File: src/rtl/uart_packet_parser_if.sv
// uart_packet_parser_if
// Purpose: groups the byte-stream input and the servo-target outputs of
//          uart_packet_parser into one bundle.
// Signals:
//    rx_data      [7:0]  byte from the UART receiver
//    rx_valid            one-cycle strobe qualifying rx_data
//    x_target     [7:0]  pan target for the servo stage
//    y_target     [7:0]  tilt target for the servo stage
//    target_valid        one-cycle pulse when the targets update
//    track_lost          high while no good packet has arrived recently
//    err_count    [7:0]  saturating count of checksum failures and timeouts
// Modports:
//    master  byte source / target consumer (drives rx_*)
//    slave   the parser itself (drives the target outputs)
interface uart_packet_parser_if;
   logic [7:0] rx_data;
   logic       rx_valid;
   logic [7:0] x_target;
   logic [7:0] y_target;
   logic       target_valid;
   logic       track_lost;
   logic [7:0] err_count;

   modport master (
      output rx_data,
      output rx_valid,
      input  x_target,
      input  y_target,
      input  target_valid,
      input  track_lost,
      input  err_count
   );

   modport slave (
      input  rx_data,
      input  rx_valid,
      output x_target,
      output y_target,
      output target_valid,
      output track_lost,
      output err_count
   );
endinterface

File: src/rtl/uart_packet_parser.sv
// uart_packet_parser
// Purpose: parses four-byte packets {HEADER, X, Y, CK} arriving from a UART
//          receiver, where CK = (X + Y) mod 256, and turns good packets into
//          pan/tilt servo targets. Bytes that stall mid-packet and bad
//          checksums are counted as errors; a long silence without a good
//          packet declares tracking lost and recentres the targets.
// Parameters:
//    BYTE_TIMEOUT_CYC  max cycles allowed between bytes of one packet
//    LOST_TIMEOUT_CYC  cycles without a good packet before track_lost
//    HEADER            packet start byte
//    INVERT_X          1: x_target = 255 - X, 0: x_target = X
// Ports:
//    clk50mhz  system clock, rising edge
//    rst_n     synchronous active-low reset
//    bus       uart_packet_parser_if.slave (rx_data/rx_valid in, targets out)
module uart_packet_parser #(
   parameter int unsigned BYTE_TIMEOUT_CYC = 2_500_000,
   parameter int unsigned LOST_TIMEOUT_CYC = 25_000_000,
   parameter logic [7:0]  HEADER           = 8'hAA,
   parameter int unsigned INVERT_X         = 1
) (
   input  logic                 clk50mhz,
   input  logic                 rst_n,
   uart_packet_parser_if.slave  bus
);

   localparam int BYTE_CNT_W = $clog2(BYTE_TIMEOUT_CYC + 1);
   localparam int LOST_CNT_W = $clog2(LOST_TIMEOUT_CYC + 1);

   // The byte timer fires on the edge where it would reach the limit, so the
   // compare is against limit-1; the lost counter parks at the limit itself.
   localparam logic [BYTE_CNT_W-1:0] BYTE_LAST = BYTE_CNT_W'(BYTE_TIMEOUT_CYC - 1);
   localparam logic [LOST_CNT_W-1:0] LOST_LAST = LOST_CNT_W'(LOST_TIMEOUT_CYC - 1);
   localparam logic [LOST_CNT_W-1:0] LOST_MAX  = LOST_CNT_W'(LOST_TIMEOUT_CYC);
   localparam logic [7:0]            CENTRE    = 8'd128;

   typedef enum logic [1:0] {IDLE, GET_X, GET_Y, GET_CK} state_t;

   state_t                state;
   logic [7:0]            x_hold;
   logic [7:0]            y_hold;
   logic [BYTE_CNT_W-1:0] byte_cnt;
   logic [LOST_CNT_W-1:0] lost_cnt;

   logic [7:0] ck_expected;
   logic [7:0] x_new;
   logic       good_packet;
   logic       bad_packet;
   logic       byte_timeout;

   // Packet evaluation happens on the checksum strobe itself; a strobe on the
   // would-be timeout cycle suppresses the timeout so the byte wins.
   assign ck_expected  = x_hold + y_hold;
   assign x_new        = (INVERT_X != 0) ? (8'hFF - x_hold) : x_hold;
   assign good_packet  = bus.rx_valid && (state == GET_CK) && (bus.rx_data == ck_expected);
   assign bad_packet   = bus.rx_valid && (state == GET_CK) && (bus.rx_data != ck_expected);
   assign byte_timeout = !bus.rx_valid && (state != IDLE) && (byte_cnt == BYTE_LAST);

   // Packet FSM, inter-byte timer, error counter and target/lost tracking.
   // A good packet outranks lost-timer expiry on the same edge.
   always_ff @(posedge clk50mhz) begin
      if (!rst_n) begin
         state            <= IDLE;
         x_hold           <= '0;
         y_hold           <= '0;
         byte_cnt         <= '0;
         lost_cnt         <= '0;
         bus.x_target     <= CENTRE;
         bus.y_target     <= CENTRE;
         bus.target_valid <= 1'b0;
         bus.track_lost   <= 1'b1;
         bus.err_count    <= '0;
      end else begin
         bus.target_valid <= 1'b0;

         if (bus.rx_valid) begin
            byte_cnt <= '0;
            case (state)
               IDLE: begin
                  if (bus.rx_data == HEADER) begin
                     state <= GET_X;
                  end
               end
               GET_X: begin
                  x_hold <= bus.rx_data;
                  state  <= GET_Y;
               end
               GET_Y: begin
                  y_hold <= bus.rx_data;
                  state  <= GET_CK;
               end
               GET_CK: begin
                  state <= IDLE;
               end
               default: begin
                  state <= IDLE;
               end
            endcase
         end else if (state != IDLE) begin
            if (byte_timeout) begin
               state    <= IDLE;
               byte_cnt <= '0;
            end else begin
               byte_cnt <= byte_cnt + BYTE_CNT_W'(1);
            end
         end

         if ((bad_packet || byte_timeout) && (bus.err_count != 8'hFF)) begin
            bus.err_count <= bus.err_count + 8'd1;
         end

         if (good_packet) begin
            bus.x_target     <= x_new;
            bus.y_target     <= y_hold;
            bus.target_valid <= 1'b1;
            bus.track_lost   <= 1'b0;
            lost_cnt         <= '0;
         end else if (lost_cnt == LOST_LAST) begin
            lost_cnt       <= LOST_MAX;
            bus.track_lost <= 1'b1;
            bus.x_target   <= CENTRE;
            bus.y_target   <= CENTRE;
         end else if (lost_cnt != LOST_MAX) begin
            lost_cnt <= lost_cnt + LOST_CNT_W'(1);
         end
      end
   end

endmodule
File: src/flat_wrapper.sv
// flat-port wrapper written by rule: the top's interface ports become plain ports
module uart_packet_parser_flat 
#(
   parameter int unsigned BYTE_TIMEOUT_CYC = 2_500_000,
   parameter int unsigned LOST_TIMEOUT_CYC = 25_000_000,
   parameter logic [7:0]  HEADER           = 8'hAA,
   parameter int unsigned INVERT_X         = 1
)
  (clk50mhz, rst_n, bus_rx_data, bus_rx_valid, bus_x_target, bus_y_target, bus_target_valid, bus_track_lost, bus_err_count);
  uart_packet_parser_if bus_i ();
  input  logic clk50mhz;
  input  logic rst_n;
  input wire logic [$bits(bus_i.rx_data)-1:0] bus_rx_data;
  input wire logic [$bits(bus_i.rx_valid)-1:0] bus_rx_valid;
  output wire logic [$bits(bus_i.x_target)-1:0] bus_x_target;
  output wire logic [$bits(bus_i.y_target)-1:0] bus_y_target;
  output wire logic [$bits(bus_i.target_valid)-1:0] bus_target_valid;
  output wire logic [$bits(bus_i.track_lost)-1:0] bus_track_lost;
  output wire logic [$bits(bus_i.err_count)-1:0] bus_err_count;
  assign bus_i.rx_data = bus_rx_data;
  assign bus_i.rx_valid = bus_rx_valid;
  assign bus_x_target = bus_i.x_target;
  assign bus_y_target = bus_i.y_target;
  assign bus_target_valid = bus_i.target_valid;
  assign bus_track_lost = bus_i.track_lost;
  assign bus_err_count = bus_i.err_count;
  uart_packet_parser #(.BYTE_TIMEOUT_CYC(BYTE_TIMEOUT_CYC), .LOST_TIMEOUT_CYC(LOST_TIMEOUT_CYC), .HEADER(HEADER), .INVERT_X(INVERT_X)) u_core (.clk50mhz(clk50mhz), .rst_n(rst_n), .bus(bus_i));
endmodule
File: config.mk
export PLATFORM = sky130hd
export DESIGN_NAME = uart_packet_parser_flat
export DESIGN_NICKNAME = d
export VERILOG_FILES = /design/src/rtl/uart_packet_parser_if.sv /design/src/rtl/uart_packet_parser.sv /design/src/flat_wrapper.sv
export SDC_FILE = /design/constraint.sdc
export NUM_CORES = 1
export LEC_CHECK = 0
export CELL_PAD_IN_SITES_DETAIL_PLACEMENT = 1
export CELL_PAD_IN_SITES_GLOBAL_PLACEMENT = 2
export CORE_MARGIN = 2
export CORE_UTILIZATION = 36
export DETAILED_ROUTE_END_ITERATION = 16
export PLACE_DENSITY = 0.83
export RECOVER_POWER = 25
export SLEW_MARGIN = 20
export SYNTH_ARGS = -nofsm -noshare
export SYNTH_HDL_FRONTEND = slang
export SYNTH_SLANG_ARGS = --single-unit
File: constraint.sdc
create_clock -name clk50mhz -period 3.4 [get_ports clk50mhz]
set_input_delay 0.68 -clock clk50mhz [delete_from_list [all_inputs] [get_ports clk50mhz]]
set_output_delay 0.68 -clock clk50mhz [all_outputs]
set_load 0.01 [all_outputs]
==> flow_metrics.tcl <==
set metrics [dict create \
    hold_viol_final 0 \
    coreArea_sq_um 11420 \
    cap_violations 0 \
    viasPerCell 5.319 \
    tightest_slew_ps 1057 \
    gr-usage-met1 0.2259 \
    grt_pass1_vias 3596 \
    drive_gt1_frac 0.06395 \
    r2r_start "u_core.y_hold[0]" \
    cts_setup_buffers 0 \
    critPathArrivalTime_ps 3450 \
    syn_inst 473 \
    worstSetupStartpointType "flop" \
    syn_area_sq_um 4207 \
    crit_fanout 14 \
    crit_family "compound AO/OA/AOI/OAI gates" \
    initial_utilization 0.3684 \
    ys_types 50 \
    ir_worst_vdd_mv 0.2290 \
    cts_tree "built" \
    portBuffers 36 \
    final_util 0.4420 \
    grt.overflow.total 0 \
    busiest_layer "met2" \
    synth-main-ff-cell "dfxtp_1" \
    h-tree-depth 3 \
    crit_start "u_core.y_hold[0]" \
    path_class "flop to flop" \
    p_clk_frac 0.495 \
    holdPathStages 1 \
    clockBufferDepth 2 \
    p_sw_mw 0.5115 \
    rows 39 \
    setup_viol 0 \
    maxSlewHeadroom 0.2928 \
    cts_resized 0 \
    clkTransAtPathRegs_ps 70 \
    synth-seq-cells 91 \
    antenna_found_initial 0 \
    grtUsageMet2 0.2839 \
    fp.dieArea_sq_um 12570 \
    syn_nets 500 \
    drtIter0Drc 171 \
    diodes 0 \
    worstHoldStart "u_core.bus.x_target[1]" \
    ff2ff_setup_slack_ps 240 \
    wl_per_cell_microns 15.80 \
    reg2reg_depth 9 \
    grt_max_degree 25 \
    cts_buffers 9 \
    power_density_nw_per_um2 448.6 \
    insertion_delay_ps 350 \
    cts.sinks 91 \
    gr-usage-met3 0.03024 \
    synth_seq_area_share 0.4331 \
    finalNetCount 538 \
    die_w_microns 112.1 \
    fmax_mhz 316.8 \
    io_pins 37 \
    cp_num_buf_inv 0 \
    p_leak_nw 1.831 \
    cts-root-buf "clkbuf_16" \
    outcome "finished clean" \
    fin_crit_sh 0.9285 \
    setup_tns_ps 0 \
    hold_buffers 0 \
    seqPwrFrac 0.474 \
    antenna_left 0 \
    die_y_microns 112.1 \
    yosys_warnings 0 \
    synth_edf_count 0 \
    postLayoutCellArea_sq_um 5047 \
    first_pass_iters 4 \
    critPathSlowestCell "nor2_1" \
    worstReg2RegEnd "u_core.bus.y_target[1]" \
    required_ps 3700 \
    p_comb_frac 0.031 \
    sw_frac_of_total 0.2259 \
    vias 3505 \
    dpl.hpwl_mm 7.473 \
    cpPeakStageDelay_ps 840 \
    syn_area_per_cell_sq_um 8.893 \
    period_needed_ps 3157 \
    drv_slew 0 \
    skew_ps 10.04 \
    internal-power_mw 1.753 \
    syn2layout_area_growth_pct 19.99 \
    hold_end "u_core.bus.x_target[1]" \
    wirelength_mm 10.41 \
    async_flop_share 0 \
    rsz0062_at_grt "false" \
    post-route-drc-count 0 \
    track_usage 0.1733 \
    place_congestion 0.8268 \
    min_path_type "flop to flop" \
    crit_path_end_kind "flop" \
    grt_pass1_wl_mm 17.69 \
    path_cells "ha_1 -> fa_1 -> a211oi_1 -> o21bai_1 -> a21oi_1 -> xnor2_1 -> o41ai_2 -> nor2_1 -> a22o_1" \
    whs_ps 462.3 \
    placed_cell_area_sq_um 4717 \
]
[how the worst max path moves through the flow]
stage | slack, ps | cells after the start | to
after floorplan | 560 | 10 | u_core.bus.y_target[4]
after global placement | 330 | 10 | u_core.bus.x_target[0]
after detailed placement | 250 | 9 | u_core.bus.y_target[5]
after CTS | 220 | 9 | u_core.bus.y_target[1]
after global routing | 40 | 9 | u_core.bus.y_target[2]
final | 240 | 9 | u_core.bus.y_target[1]
[cell usage in the layout (no fill, tap or decap), drive strengths merged, types with 4 or more instances in the layout]
cell	instances
nand2	45
ha	15
a21oi	35
clkdlybuf4s50	15
or3	4
nand4	12
or4	5
inv	12
xor2	34
dlygate4sd3	21
a22o	7
nor2	53
and3	11
o21ai	8
o31ai	4
xnor2	20
clkbuf	9
nor4	6
dfxtp	91
o2bb2ai	7
buf	8
nand3	41
and4	5
nor3	9
[per-stage QoR]
stage               std cells  power (mW)  setup WS (ps)
CTS                       659       2.291          218.4
global placement          643       1.166          325.9
global route              659       2.346          35.48
detailed placement        643       1.169          248.9
floorplan                 473       1.134          556.1
finish                    659       2.264          243.2
[registers in the layout (all words and copies together), names as in the netlist]
name                     cells
u_core.bus.err_count         8
u_core.byte_cnt             22
u_core.y_hold                8
u_core.state                 2
u_core.lost_cnt             25
u_core.bus.target_valid      1
u_core.bus.track_lost        1
u_core.bus.y_target          8
u_core.x_hold                8
u_core.bus.x_target          8
[area by class of cell]
cell class,count,area [sq um]
Tap cell,143,178.9
Inverter,10,37.54
Sequential cell,91,1822
Timing Repair Buffer,44,420.4
Fill cell,1350,6371
Clock buffer,9,225.2
Clock inverter,7,105.1
Multi-Input combinational cell,355,2258
[worst reg2reg max path, stage by stage (launching register included)]
cell and delay [ps]:
dfxtp_1 330, ha_1 250, fa_1 440, a211oi_1 230, o21bai_1 110, a21oi_1 200
xnor2_1 260, o41ai_2 180, nor2_1 840, a22o_1 270
[power by group through the flow]
stage	clock, mW	combinational (mW)	sequential [mW]
after floorplan	0	0.0384	1.10
after global placement	0	0.0690	1.10
after detailed placement	0	0.0714	1.10
after CTS	1.15	0.0721	1.07
after global routing	1.20	0.0776	1.07
final	1.12	0.0705	1.07
[synth_stat cells, types with 2 or more instances]
master | n | area (sq um)
nand4b_1 | 3 | 26.28
a21oi_1 | 35 | 175.2
a22o_1 | 7 | 61.31
xor2_1 | 34 | 297.8
a211oi_1 | 3 | 22.52
or2_2 | 2 | 12.51
nand2_1 | 43 | 161.4
nor4_1 | 6 | 37.54
xnor2_1 | 20 | 175.2
o31ai_1 | 4 | 30.03
buf_6 | 3 | 33.78
nor2_1 | 53 | 198.9
ha_1 | 15 | 187.7
or3_1 | 4 | 25.02
nand4_1 | 12 | 75.07
inv_1 | 8 | 30.03
nand2_2 | 2 | 12.51
or4bb_1 | 2 | 22.52
o21ai_0 | 8 | 40.04
clkbuf_1 | 12 | 45.04
and3_1 | 11 | 68.82
o2bb2ai_1 | 7 | 61.31
buf_2 | 2 | 10.01
dfxtp_1 | 91 | 1822
o21bai_1 | 2 | 15.01
nand3_1 | 41 | 205.2
clkinv_1 | 2 | 7.510
and4_1 | 5 | 43.79
mux2i_1 | 2 | 20.02
nor3_1 | 9 | 45.04
and3b_1 | 3 | 26.28
or4_1 | 4 | 30.03
[cells by family (layout without fill, tap and decap cells)]
| family | after synthesis | after routing | share of synthesized area |
|---|---|---|---|
| flops | 91 | 91 | 0.4331 |
| xor+xnor | 54 | 54 | 0.1124 |
| simple gates | 209 | 209 | 0.2564 |
| buf+inv | 27 | 70 | 0.03004 |
| mux | 2 | 2 | 0.004759 |
| fa+ha+maj | 16 | 16 | 0.04938 |
| compound gates | 74 | 74 | 0.1139 |
[routing by layer]
metal,up-vias,share of wire
met3,13,0.020
met5,-,0
li1,1745,-
met2,40,0.47
met1,1707,0.49
met4,0,0.017
Power figures use the tool's default switching activity.
